### src/rtl/pipeline_hazard_unit.sv
// rtl/pipeline_hazard_unit.sv - scoreboard and bypass network between regfetch and ALU.
// Optional stall/flush statistics counters enabled by PIPELINE_HAZARD_STATS_EN.
module pipeline_hazard_unit #(
  parameter int XLEN     = 32,
  parameter int REG_BITS = 5,
  parameter int NSRC     = 2,
  parameter int DEPTH    = 3,
  localparam int LATW    = (DEPTH > 2) ? $clog2(DEPTH) : 1
) (
  input  logic                     clk,
  input  logic                     rst,
  input  logic                     iss_valid,
  input  logic                     iss_we,
  input  logic [REG_BITS-1:0]      iss_rd,
  input  logic [LATW-1:0]          iss_lat,
  input  logic [NSRC*REG_BITS-1:0] src_idx,
  input  logic [NSRC*XLEN-1:0]     rf_val,
  input  logic [DEPTH*XLEN-1:0]    stg_val,
  input  logic                     flush,
  output logic [NSRC*XLEN-1:0]     src_val,
  output logic                     stall,
  output logic [31:0]              stall_cnt,
  output logic [31:0]              flush_cnt
);

  logic [DEPTH-1:0]    r_v;
  logic [REG_BITS-1:0] r_rd  [DEPTH];
  logic [LATW-1:0]     r_lat [DEPTH];

  logic [DEPTH-1:0] w_ready;
  logic [NSRC-1:0]  w_op_stall;
  logic             w_issue;
  logic             w_stg0_v;

  // Entry k holds a usable result only once it has reached its producing stage.
  for (genvar k = 0; k < DEPTH; k++) begin : g_ready
    assign w_ready[k] = ({1'b0, r_lat[k]} <= (LATW+1)'(k));
  end

  for (genvar i = 0; i < NSRC; i++) begin : g_op
    logic [REG_BITS-1:0] w_idx;
    logic                w_hit;
    logic                w_hit_rdy;
    logic [XLEN-1:0]     w_hit_val;

    assign w_idx = src_idx[i*REG_BITS +: REG_BITS];

    // Scan oldest to youngest so the youngest writer is the last one to land.
    always_comb begin
      w_hit     = 1'b0;
      w_hit_rdy = 1'b0;
      w_hit_val = rf_val[i*XLEN +: XLEN];
      for (int k = DEPTH - 1; k >= 0; k--) begin
        if (r_v[k] && (r_rd[k] == w_idx)) begin
          w_hit     = 1'b1;
          w_hit_rdy = w_ready[k];
          w_hit_val = stg_val[k*XLEN +: XLEN];
        end
      end
    end

    assign w_op_stall[i]            = (w_idx != '0) & w_hit & ~w_hit_rdy;
    assign src_val[i*XLEN +: XLEN]  = (w_idx == '0) ? '0 : w_hit_val;
  end

  assign stall    = (|w_op_stall) & ~flush;
  assign w_issue  = iss_valid & ~stall & ~flush;
  assign w_stg0_v = w_issue & iss_we & (iss_rd != '0);

  always_ff @(posedge clk) begin
    if (rst || flush) begin
      r_v <= '0;
    end else begin
      r_v <= {r_v[DEPTH-2:0], w_stg0_v};
    end
    r_rd[0]  <= iss_rd;
    r_lat[0] <= iss_lat;
    for (int k = 1; k < DEPTH; k++) begin
      r_rd[k]  <= r_rd[k-1];
      r_lat[k] <= r_lat[k-1];
    end
  end

`ifndef SYNTHESIS
  always_ff @(posedge clk) begin
    if (!rst && iss_valid) begin
      assert ({1'b0, iss_lat} < (LATW+1)'(DEPTH));
    end
  end
`endif

`ifdef PIPELINE_HAZARD_STATS_EN
  logic [31:0] r_stall_cnt;
  logic [31:0] r_flush_cnt;

  always_ff @(posedge clk) begin
    if (rst) begin
      r_stall_cnt <= '0;
      r_flush_cnt <= '0;
    end else begin
      if (stall && iss_valid) r_stall_cnt <= r_stall_cnt + 32'd1;
      if (flush)              r_flush_cnt <= r_flush_cnt + 32'd1;
    end
  end

  assign stall_cnt = r_stall_cnt;
  assign flush_cnt = r_flush_cnt;
`else
  assign stall_cnt = 32'h0;
  assign flush_cnt = 32'h0;
`endif

endmodule

### config.mk
export PLATFORM = sky130hd
export DESIGN_NAME = pipeline_hazard_unit
export DESIGN_NICKNAME = d
export VERILOG_FILES = /design/src/rtl/pipeline_hazard_unit.sv
export SDC_FILE = /design/constraint.sdc
export NUM_CORES = 1
export LEC_CHECK = 0
export BUFFER_PORTS_ARGS = -buffer_cell sky130_fd_sc_hd__buf_2
export CAP_MARGIN = 0
export CORE_AREA = 2 2 120 122
export CTS_CLUSTER_DIAMETER = 40
export CTS_CLUSTER_SIZE = 25
export DETAILED_ROUTE_END_ITERATION = 16
export DIE_AREA = 0 0 122 124
export GPL_ROUTABILITY_DRIVEN = 1
export PLACE_DENSITY = 0.68
export SYNTH_ARGS = -nofsm -noshare
export SYNTH_HDL_FRONTEND = slang
export SYNTH_SLANG_ARGS = --single-unit
### constraint.sdc
create_clock -name clk -period 2 [get_ports clk]
set_input_delay 0.3 -clock clk [delete_from_list [all_inputs] [get_ports clk]]
set_output_delay 0.3 -clock clk [all_outputs]
set_load 0.005 [all_outputs]
==> summary.md <==
| Metric | Value |
|---|---|
| Nets | 956 |
| Via count | 4562 |
| First DRT Iteration DRCs | 169 |
| Buf/Inv on CP | 3 |
| Netlist Area Pre-Place | 3490 sq um |
| Slowest stage cell, crit path | dfxtp_4 |
| Fmax | 434 MHz |
| # setup viols final | 65 |
| Lkg Pwr | 3.01 nW |
| Most numerous cell on the critical path | nor2_4 |
| Top post-synthesis cells by area | buf_4, dfxtp_1, mux2_1 |
| Yosys top cell area share | 0.144 |
| Failing checks | negative setup slack |
| Total grt overflow | 0 |
| Die H | 124 microns |
| Placed insts | 914 |
| WHS Endpoint | r_lat[0][0] |
| Number of max-cap violations | 0 |
| Asr flop ratio synth | 0 |
| Netlist cell types | 33 |
| PnR worst setup slack | -0.305 ns |
| R2R cell count | 6 |
| Clock Tree Root | clkbuf_16 |
| Via/cell ratio | 4.79 |
| Hold path depth | 1 |
| CTS tree | yes |
| Gate Count Post-Synth | 485 |
| Synth Register Bits | 24 |
| Yosys top cell by area | buf_4 |
| RR Endpoint | r_v[0] |
| I/O pins | 311 |
| Antenna diodes | 0 |
| Final Wtd Congestion | 0.792 |
| Die area | 15100 sq um |
| Avg Cell Area, Syn | 7.20 sq um |
| Worst Setup End Kind | output port |
| Largest stage delay on the critical path | 0.38 ns |
| Tot GR Track Use | 0.191 |
| CP required | 1.70 ns |
| Share of cells above drive strength 1 | 0.580 |
| Placed cell area | 5000 sq um |
| Port Buffer Count | 246 |
| Clk_lat worst skew | 0.26 ns |
| DRT Pass-1 Iters | 7 |
| Fin util | 0.452 |
| # H-tree levels | 1 |
| Sequential element share of the synthesized area | 0.138 |
| R2r startpoint | r_rd[0][6] |
| Drt total wl | 17000 microns |
| Number of synthesized flops with an enable pin | 0 |
| RSZ-0062 raised after global routing | true |
| Crit path arrival time | 2.01 ns |
| Tcrit/Tclk final | 1.15 |
| Outcome | finished, violations left |
| Crit Path Category | reg -> out |
| CP Launch Type | flop |
| Commonest non-fill, non-tap cell in the layout | buf_2 |
| Most frequent cells in the layout | buf_2, conb_1, nand2_1, nor2_2, a21oi_1 |
| CP Cell Sequence | xnor2_2 > nand3_2 > nor2_4 > buf_6 > buf_12 > mux2_4 > nor2_4 > o21ai_2 > buf_2 |
| Die Wd | 122 microns |
| Worst reg-to-reg setup slack | 0.24 ns |
| Fillers | 1377 |
| # rows | 43 |
| ANT nets after route | 0 |
| Dpl hpwl | 11000 microns |
| Ys Warns | 0 |
| Clock-pin transition on the worst setup and hold timing paths | 0.06 ns |
| Initial core utilization | 0.255 |
| Count of pins over their slew limit | 0 |
| Core area | 13700 sq um |
| Final Hold Fails | 0 |
| Top delay family on crit path | buffers and inverters |
| Post-route setup TNS | -17.03 ns |
| Hold-fix buffers, CTS | 0 |
| First-pass GRT wire length | 22300 microns |
| Non-filler cells in the finished layout | 953 |
| Synth-to-layout area growth | 77.7% |
| Pre-CTS setup slack | -0.415 ns |
| Fin Clk Skew | 0.00524 ns |
| Min Tclk post-route | 2.31 ns |
| Longest Clk Path Bufs | 2 |
| Most used DFF post-synth | dfxtp_1 |
| Vias in the first global route | 4113 |
| Clock sinks | 24 |
| P per Cell Area | 295 nW/um^2 |
| Peak VDD IR | 0.000596 V |
| Hold wc startpoint | iss_lat[0] |
| Initial antenna violation count | 0 |
| Routed length per instance | 17.9 microns |
| Drt drc | 0 |
| Worst setup startpoint | r_rd[0][14] |
| Hold crit path type | in -> reg |
| Cts bufs inserted | 3 |
| Final instance area | 6210 sq um |
| Critical-path maximum fanout | 8 |
| Largest net degree at the start of global routing | 35 |
[cell usage after synthesis, types with 2 or more instances]
cell type	count
mux2_1	32
o21ai_1	32
o21ai_0	32
dfxtp_1	24
nand4_1	3
a21oi_1	34
nand2_1	35
buf_2	17
a22o_1	32
buf_6	3
nor2_1	70
buf_4	67
xnor2_1	20
nor2_2	2
nand3_1	5
nor3_1	4
nor3_2	2
and2_1	4
clkbuf_1	10
mux2i_1	32
and3_1	3
or4_1	2
xor2_1	10
[cells by family (layout without fill, tap and decap cells)]
kind of cell / after synthesis / in the layout / share of synthesized area
AND/OR/NAND/NOR: 135 / 136 / 0.170
AO/OA/AOI/OAI: 134 / 134 / 0.232
buffers and inverters: 97 / 321 / 0.189
multiplexers: 64 / 64 / 0.195
XOR/XNOR: 30 / 30 / 0.0752
flip-flops: 24 / 24 / 0.138
other: 1 / 64 / 0.00107
[how the worst max path moves through the flow]
stage,depth (start not counted),endpoint
floorplan,7,src_val[43]
global placement,9,src_val[58]
detailed placement,9,src_val[58]
CTS,10,src_val[22]
global route,10,src_val[17]
finish,9,src_val[42]
[worst reg2reg max path, cell delays in order, from the launching register on]
cell	delay [ns]
dfxtp_1	0.34
xor2_1	0.18
nor3_2	0.25
nand2_1	0.14
a221o_1	0.37
a22oi_2	0.24
o311a_1	0.19
[sequential cells by signal, summed over array words and instances (netlist names)]
signal / count
r_lat: 6
r_v: 3
r_rd: 15
[stage by stage]
stage / power, mW / hold WS (ns)
finish: 1.83 / 0.142
global route: 1.94 / 0.136
CTS: 1.75 / 0.143
detailed placement: 1.13 / 0.320
global placement: 1.13 / 0.322
floorplan: 0.867 / 0.310
[per-layer routing]
metal / GRT usage / up-vias / share of wire
li1: - / 2152 / -
met1: 0.231 / 2110 / 0.39
met2: 0.365 / 272 / 0.51
met3: 0.0261 / 28 / 0.073
met4: 0.0302 / 0 / 0.018
met5: 0 / - / 0
[where the power goes]
group,total [mW],switching (mW),internal [mW],leakage (nW)
logic,0.734,0.330,0.404,2.75
registers,0.526,0.0233,0.503,0.202
clock network,0.572,0.174,0.398,0.0511
total,1.83,0.528,1.30,3.01
[cell type report]
cell class	instances	area (sq um)	share of cell area
clock buffer	3	75.1	0.0121
timing repair buffer	317	2260	0.364
tap	180	225	0.0363
clock inverter	1	30.0	0.00484
multi-input combinational	428	3120	0.503
sequential	24	498	0.0802
[timing repair]
item                                    4_1_cts  5_1_grt
gates resized for setup                      52      112
endpoints found under the setup margin       65       65
setup buffers                                17       10
cloned                                        8        5
pin swaps                                    22       69
No activity file was read; power rests on OpenSTA's default activity.
